===== src/rtl/branch_resolve_unit.sv =====
// Branch resolution: in-order prediction FIFO checked against execute results,
// with flush/recover sequencing, predictor training strobes and statistics.
module branch_resolve_unit #(
    parameter int PC_WIDTH       = 32,
    parameter int DEPTH          = 4,
    parameter int RECOVER_CYCLES = 2
) (
    input  logic                clk,
    input  logic                rst,
    input  logic                pred_valid,
    input  logic                pred_taken,
    input  logic [PC_WIDTH-1:0] pred_pc,
    output logic                pred_ready,
    input  logic                res_valid,
    input  logic                res_taken,
    input  logic [PC_WIDTH-1:0] res_next_pc,
    output logic                upd_valid,
    output logic                upd_taken,
    output logic                flush,
    output logic [PC_WIDTH-1:0] redirect_pc,
    output logic [15:0]         branch_count,
    output logic [15:0]         mispredict_count,
    output logic                err
);

    localparam int AW = (DEPTH > 1) ? $clog2(DEPTH) : 1;
    localparam int CW = $clog2(DEPTH) + 1;
    localparam int RW = (RECOVER_CYCLES > 1) ? $clog2(RECOVER_CYCLES) : 1;

    typedef enum logic [1:0] {
        ST_NORMAL,
        ST_FLUSH,
        ST_RECOVER
    } state_t;

    state_t                r_state;
    logic [CW-1:0]         r_count;
    logic [AW-1:0]         r_wptr;
    logic [AW-1:0]         r_rptr;
    logic [RW-1:0]         r_rcnt;
    logic                  r_upd_valid;
    logic                  r_upd_taken;
    logic                  r_flush;
    logic [PC_WIDTH-1:0]   r_redirect;
    logic [15:0]           r_bcnt;
    logic [15:0]           r_mcnt;
    logic                  r_err;

    logic                  r_mem_taken [DEPTH];
    logic [PC_WIDTH-1:0]   r_mem_pc    [DEPTH];

    logic                  w_normal;
    logic                  w_ready;
    logic                  w_push;
    logic                  w_pop;
    logic                  w_mis;
    logic                  w_empty_res;

    assign w_normal    = (r_state == ST_NORMAL);
    assign w_ready     = w_normal && (r_count < CW'(DEPTH));
    assign w_push      = pred_valid && w_ready;
    assign w_pop       = res_valid && w_normal && (r_count != '0);
    assign w_empty_res = res_valid && w_normal && (r_count == '0);
    assign w_mis       = w_pop && ((res_taken != r_mem_taken[r_rptr]) ||
                                   (res_next_pc != r_mem_pc[r_rptr]));

    // Storage has no reset; occupancy and pointers define what is live.
    always_ff @(posedge clk) begin
        if (w_push && !w_mis) begin
            r_mem_taken[r_wptr] <= pred_taken;
            r_mem_pc[r_wptr]    <= pred_pc;
        end
    end

    always_ff @(posedge clk or negedge rst) begin
        if (!rst) begin
            r_state     <= ST_NORMAL;
            r_count     <= '0;
            r_wptr      <= '0;
            r_rptr      <= '0;
            r_rcnt      <= '0;
            r_upd_valid <= 1'b0;
            r_upd_taken <= 1'b0;
            r_flush     <= 1'b0;
            r_redirect  <= '0;
            r_bcnt      <= '0;
            r_mcnt      <= '0;
            r_err       <= 1'b0;
        end else begin
            r_upd_valid <= w_pop;
            r_upd_taken <= w_pop && res_taken;
            r_flush     <= 1'b0;
            if (w_empty_res)
                r_err <= 1'b1;
            if (w_pop && r_bcnt != 16'hFFFF)
                r_bcnt <= r_bcnt + 16'd1;
            if (w_mis && r_mcnt != 16'hFFFF)
                r_mcnt <= r_mcnt + 16'd1;
            case (r_state)
                ST_NORMAL: begin
                    if (w_mis) begin
                        r_state    <= ST_FLUSH;
                        r_flush    <= 1'b1;
                        r_redirect <= res_next_pc;
                        r_count    <= '0;
                        r_wptr     <= '0;
                        r_rptr     <= '0;
                    end else begin
                        if (w_push)
                            r_wptr <= r_wptr + 1'b1;
                        if (w_pop)
                            r_rptr <= r_rptr + 1'b1;
                        if (w_push && !w_pop)
                            r_count <= r_count + 1'b1;
                        else if (!w_push && w_pop)
                            r_count <= r_count - 1'b1;
                    end
                end
                ST_FLUSH: begin
                    r_rcnt  <= '0;
                    r_state <= (RECOVER_CYCLES == 0) ? ST_NORMAL : ST_RECOVER;
                end
                ST_RECOVER: begin
                    if (r_rcnt == RW'(RECOVER_CYCLES - 1))
                        r_state <= ST_NORMAL;
                    else
                        r_rcnt <= r_rcnt + 1'b1;
                end
                default: r_state <= ST_NORMAL;
            endcase
        end
    end

    assign pred_ready       = w_ready;
    assign upd_valid        = r_upd_valid;
    assign upd_taken        = r_upd_taken;
    assign flush            = r_flush;
    assign redirect_pc      = r_redirect;
    assign branch_count     = r_bcnt;
    assign mispredict_count = r_mcnt;
    assign err              = r_err;

endmodule

===== config.mk =====
export PLATFORM = sky130hd
export DESIGN_NAME = branch_resolve_unit
export DESIGN_NICKNAME = d
export VERILOG_FILES = /design/src/rtl/branch_resolve_unit.sv
export SDC_FILE = /design/constraint.sdc
export NUM_CORES = 1
export LEC_CHECK = 0
export ABC_AREA = 1
export BUFFER_PORTS_ARGS = -buffer_cell sky130_fd_sc_hd__buf_4
export CORE_MARGIN = 2
export CORE_UTILIZATION = 57
export CTS_CLUSTER_DIAMETER = 150
export DETAILED_ROUTE_END_ITERATION = 6
export GPL_ROUTABILITY_DRIVEN = 0
export PLACE_DENSITY = 0.8
export SLEW_MARGIN = 20
export SYNTH_ARGS = -nofsm -noshare
export SYNTH_HDL_FRONTEND = slang
export SYNTH_SLANG_ARGS = --single-unit

===== constraint.sdc =====
create_clock -name clk -period 4.2 [get_ports clk]
set_input_delay 0.21 -clock clk [delete_from_list [all_inputs] [get_ports clk]]
set_output_delay 0.21 -clock clk [all_outputs]
set_load 0.03 [all_outputs]

# Word-level counts from Yosys, hierarchy flattened

Memories as Yosys holds them, arrays and structs flattened.
Cells that the tools add are included.

Multipliers: 0
Bitwise gates (word level): 0
Muxes and demuxes: 16
$add $sub $neg: 7
Reduce and logical (&&, ||, !) cells: 28
Equality and inequality tests: 8
Divide/modulo/power cells: 0
Magnitude comparators: 1
Shift operators: 0

Operators with widths:

| kind                                                   | number |
|---|---|
| adder 16 x 1 -> 16 bit (second input constant)         | 2 |
| inequality test 16 bit (second input constant)         | 2 |
| inequality test 32 bit                                 | 1 |
| logical AND 1 bit                                      | 12 |
| 2-to-1 mux 2 bit                                       | 6 |
| AND reduction 2 bit                                    | 5 |
| 2-to-1 mux 3 bit                                       | 3 |
| case mux 2 bit (3 select lines)                        | 1 |
| nonzero test 2 bit                                     | 3 |
| nonzero test 3 bit                                     | 2 |
| 2-to-1 mux 1 bit                                       | 5 |
| adder 2 x 1 -> 2 bit (second input constant)           | 2 |
| adder 3 x 1 -> 3 bit (second input constant)           | 1 |
| logical NOT 1 bit                                      | 3 |
| logical NOT 3 bit                                      | 1 |
| less-than comparator 3 bit (second input constant)     | 1 |
| subtractor 3 x 1 -> 3 bit (second input constant)      | 1 |
| equality test 2 x 1 -> 1 bit (second input constant)   | 1 |
| equality test 2 bit (second input constant)            | 1 |
| logical NOT 2 bit                                      | 1 |
| inequality test 2 x 1 -> 1 bit (second input constant) | 1 |
| inequality test 2 bit (second input constant)          | 1 |
| case mux 1 bit (2 select lines)                        | 1 |
| adder 1 bit (second input constant)                    | 1 |
| other kinds (2)                                        | 2 |

Bits in writable memories: 132
Bits in read-only memories: 0
Memories: 2
Register bits after elaboration: 78
Input port bits: 70
Latch bits: 0

Memory list:

| memory      | depth | width | rd ports | clocked after memory_dff | wr ports | RTL line | source |
|---|---|---|---|---|---|---|---|
| r_mem_pc    | 4     | 32    | 1        | 0                        | 1        | 50       | `logic [PC_WIDTH-1:0] r_mem_pc [DEPTH];` |
| r_mem_taken | 4     | 1     | 1        | 0                        | 1        | 49       | `logic r_mem_taken [DEPTH];` |

# Logic depth before layout (Yosys ltp)

Word-level depth: 8
Depth in mapped cells: 20
Depth with buffers taken out: 17

# Least setup slack after synthesis

OpenSTA, ideal clock, no wires.

Path kind: register -> register
From: register r_rptr[0]
To: memory r_mem_pc[0][0], enable pin
Slack: 653 ps
Stages on the path, launching flop included: 18
Required time: 3,777 ps
Clock period less this slack: 3,547 ps
Library setup time: 423 ps
Arrival: 3,124 ps
Cell sequence: dfrtp_1 buf_4 inv_2 buf_6 buf_4 nand2_1 nand3_1 nand2_1 nand2_1 nand2_1 a21oi_1 nand2_1 nor2_1 nand3_1 nand2_2 buf_6 nand2_1 nor2_1

Word-level cells in the longest chain between the ends: 8

RTL lines:

| what                                                            | RTL line | source |
|---|---|---|
| from (decl)                                                     | 39       | `logic [AW-1:0] r_rptr;` |
| from (signal assigned)                                          | 112      | `r_rptr <= r_rptr + 1'b1;` |
| memory (4 x 32 bit) or memory (4 x 1 bit) (tied branches)       | n/a      |  |
| inequality test 32 bit or inequality test 1 bit (tied branches) | 65, 64   |  |
| logical OR 1 bit (*)                                            | 64       | `assign w_mis = w_pop && ((res_taken != r_mem_taken[r_rptr]) \|\|` |
| logical AND 1 bit (*)                                           | 64       |  |
| logical NOT 1 bit (*)                                           | 69       | `if (w_push && !w_mis) begin` |
| logical AND 1 bit (*)                                           | 69       |  |
| 2-to-1 mux 1 bit (*)                                            | 69       |  |
| 2-to-1 mux 1 bit (implied by the code) (*)                      | 71       | `r_mem_pc[r_wptr] <= pred_pc;` |
| to (decl)                                                       | 50       |  |

Mark *: on every way between the ends. The rest lies on a longest branch, timed or not.

# Final worst setup path

From: register r_rptr[0]
To: register r_mcnt[15] (netlist: mispredict_count[15])

Word-level cells in the longest chain between the ends: 5

RTL lines:

| what                                                            | RTL line | source |
|---|---|---|
| memory (4 x 32 bit) or memory (4 x 1 bit) (tied branches)       | n/a      |  |
| inequality test 32 bit or inequality test 1 bit (tied branches) | 65, 64   |  |
| logical OR 1 bit (*)                                            | 64       |  |
| logical AND 1 bit (*)                                           | 64       |  |
| logical AND 1 bit (*)                                           | 97       | `if (w_mis && r_mcnt != 16'hFFFF)` |
| to (signal assigned)                                            | 98       | `r_mcnt <= r_mcnt + 16'd1;` |
| to (decl)                                                       | 46       | `logic [15:0] r_mcnt;` |

Marks and branches as above.
A chain may end at the register's enable or synchronous reset.

==> flow_metrics.tcl <==
set metrics [dict create \
    final_max_slew_viol_count 0 \
    synth_largest_area_cell "edfxtp_1" \
    setup_repair_after_global_routing_missed_its_margin "false" \
    gr-usage-all-layers 0.2398 \
    detail_route.drc_violations 0 \
    first_iter_violations 526 \
    global_route_wire_length_before_repair_mm 33.44 \
    syn_inst 934 \
    yosys_register_bits 210 \
    timing.final.crit_share 0.8585 \
    synthDistinctLibCells 26 \
    slew_headroom 0.5054 \
    drv_cap 0 \
    status "complete, no violations" \
    power_density_normalized_to_cell_area_nw_per_um2 626.6 \
    stdcell_area_um2 11640 \
    cts_setup_buffers 0 \
    layout-drive-gt1-share 0.1720 \
    cell_count_after_placement 1262 \
    post_synth_instance_area_um2 9293 \
    final_nets 1194 \
    report.final.setup_viol 0 \
    postSynth.asyncResetShare 0.3714 \
    postLayoutCoreUtil 0.7327 \
    tritoncts_num_sinks 210 \
    cp_max_fanout 74 \
    clk_pin_slew_ns 0.05 \
    number_of_i_o_port_buffers 138 \
    synth_enable_flop_cells 132 \
    insertedDiodeCount 0 \
    cts_made_buffers 21 \
    clk-insertion-delay-late_ns 0.51 \
    finalCriticalPeriod_ns 3.606 \
    postSynthNetCount 1015 \
    clock-root-buffer "clkbuf_16" \
    totalWireLength_mm 20.76 \
    worst_ep_required_time_ns 4.62 \
    ant_nets 0 \
    initial_core_util 0.5850 \
    pin_count_of_the_biggest_net_entering_global_routing 79 \
    holdCritPathClass "input port to flip-flop" \
    htree_num_levels 1 \
    cts_tree "built" \
    floorplan.die_area_um2 17340 \
    worst_setup_path_end_kind "flip-flop" \
    number_of_hold_violations_in_the_final_report 0 \
    leakagePower_nw 5.244 \
    synthTopCellsByArea "edfxtp_1 43%, dfrtp_1 21%, nand2_1 14%, nand3_1 7.2%, inv_1 2.7%" \
    globalRoute.totalOverflow 0 \
    arrival_ns 4.03 \
    drtPass1Iterations 5 \
    timing.reg2reg.worst_path_depth 16 \
    routed-via-count 7042 \
    finalClockSkew_ns 0.02484 \
    area_delta_synth_final_pct 25.25 \
    ir_drop_uv 347.0 \
    ys_warn_count 0 \
    dpl_worst_slack_ns 0.6700 \
    worstSetupStartpointType "flip-flop" \
    final_critical_path_setup_slack_ns 0.5944 \
    drt-wirelength-per-cell_um 15.45 \
    vias_in_the_first_global_route 6794 \
    ctsLongestPathBuffers 3 \
    die_x_um 131.7 \
    mapped_avg_cell_area_um2 9.949 \
    crit_type "flip-flop to flip-flop" \
    grt_antenna_before_repair 0 \
    placed_cell_area_um2 10500 \
    most_frequent_cells_in_the_layout "338 x nand2_1, 142 x buf_4, 133 x nand3_1" \
    die_h_um 131.7 \
    hold-path-cell-count 3 \
    fillCellCount 1126 \
    max_clock_freq_mhz 277.3 \
    seq_area_frac_synth 0.6366 \
    post-dp-hpwl_mm 13.11 \
    layout.cells.most_common "nand2_1" \
    worstMarginPinSlew_ns 0.7419 \
    std_cell_rows 46 \
    fin_tns_setup_ns 0 \
    pin_count 139 \
    yosysTopAreaCellShare 0.4266 \
    vias_cell 5.240 \
    finalNonFillerCells 1344 \
    postSynth.topFlopCell "edfxtp_1" \
    area_of_the_placeable_core_um2 15890 \
]
worst paths after layout:
check	end	startpoint	slack, ns
max in group asynchronous	r_rptr[0]$_DFFE_PN0P_	rst	3.32
min in group asynchronous	branch_count[5]$_DFFE_PN0P_	rst	0.35
hold / removal	redirect_pc[28]$_DFFE_PN0P_	res_next_pc[28]	0.009
setup / recovery	mispredict_count[15]$_DFFE_PN0P_	r_rptr[0]$_DFFE_PN0P_	0.59
setup reg to reg	mispredict_count[15]$_DFFE_PN0P_	r_rptr[0]$_DFFE_PN0P_	0.59
hold reg to reg	redirect_pc[8]$_DFFE_PN0P_	redirect_pc[8]$_DFFE_PN0P_	0.49
synth_stat cells, drive strengths merged, types with 2 or more instances:
cell type,number
nand2,340
nand3,133
edfxtp,132
dfrtp,78
inv,70
nor2,40
o21ai,37
buf,31
xor2,21
nor3,13
xnor2,13
ha,10
nand4,6
clkbuf,3
a21oi,2
logic make-up (layout without fill, tap and decap cells):
family | after synthesis | count (layout) | share of synthesized area
adder cells (fa/ha/maj) | 11 | 11 | 0.01562
XOR/XNOR | 34 | 34 | 0.03205
AO/OA/AOI/OAI | 42 | 42 | 0.02397
buffers and inverters | 104 | 298 | 0.05332
flip-flops | 210 | 210 | 0.6366
AND/OR/NAND/NOR | 533 | 533 | 0.2385
layout make-up:
cell class	instances	area, um^2	area share
multi-input cells	620	2912	0.2502
flip-flops and latches	210	5917	0.5084
inverters	70	262.8	0.02258
well taps	216	270.3	0.02322
clock inverters	6	62.56	0.005375
clock buffers	32	636.9	0.05472
repair buffers	190	1578	0.1356
registers in the layout (all words and copies together), names as in the netlist:
signal and flops:
branch_count 16, err 1, flush 1, mispredict_count 16
r_count 3, r_mem_pc 128, r_mem_taken 4, r_rcnt 1
r_rptr 2, r_state 2, r_wptr 2, redirect_pc 32
upd_taken 1, upd_valid 1
power by group:
group / leakage, nW / internal, mW / total [mW] / switching (mW)
Combinational: 2.70 / 0.871 / 2.61 / 1.74
Clock: 0.349 / 1.11 / 1.87 / 0.760
Sequential: 2.20 / 2.59 / 2.81 / 0.215
Total: 5.24 / 4.58 / 7.29 / 2.72
per-layer routing:
metal,part of all wire,GRT usage
met1,0.41,0.3083
met2,0.50,0.4154
met3,0.066,0.04244
met4,0.025,0.07729
met5,0,0
metrics by stage:
step           power [mW]  hold slack (ns)
3_5_place_dp        5.409           0.4132
5_1_grt             7.726         0.002786
6_report            7.293         0.008859
4_1_cts             7.320        0.0007226
3_3_place_gp        5.327           0.4103
2_1_floorplan       4.652         -0.08559
timing repair:
item,4_1_cts,5_1_grt
endpoints found under the hold margin,220,0
hold buffers,44,0
resized for setup,0,0
worst max-delay path, stage by stage, from the launching register on:
cell	delay, ns
dfrtp_2	0.40
inv_2	0.40
buf_12	0.28
nand2_1	0.07
nand3_1	0.08
nand2_1	0.08
xor2_1	0.15
nor2_1	0.17
nand2_1	0.09
nor2_1	0.19
nand3_1	0.13
nand2_2	0.08
buf_4	0.57
inv_2	0.33
nand2_2	0.33
nand2_1	0.09
nand2_1	0.07
Note: power is estimated with default switching activity, not from simulation.
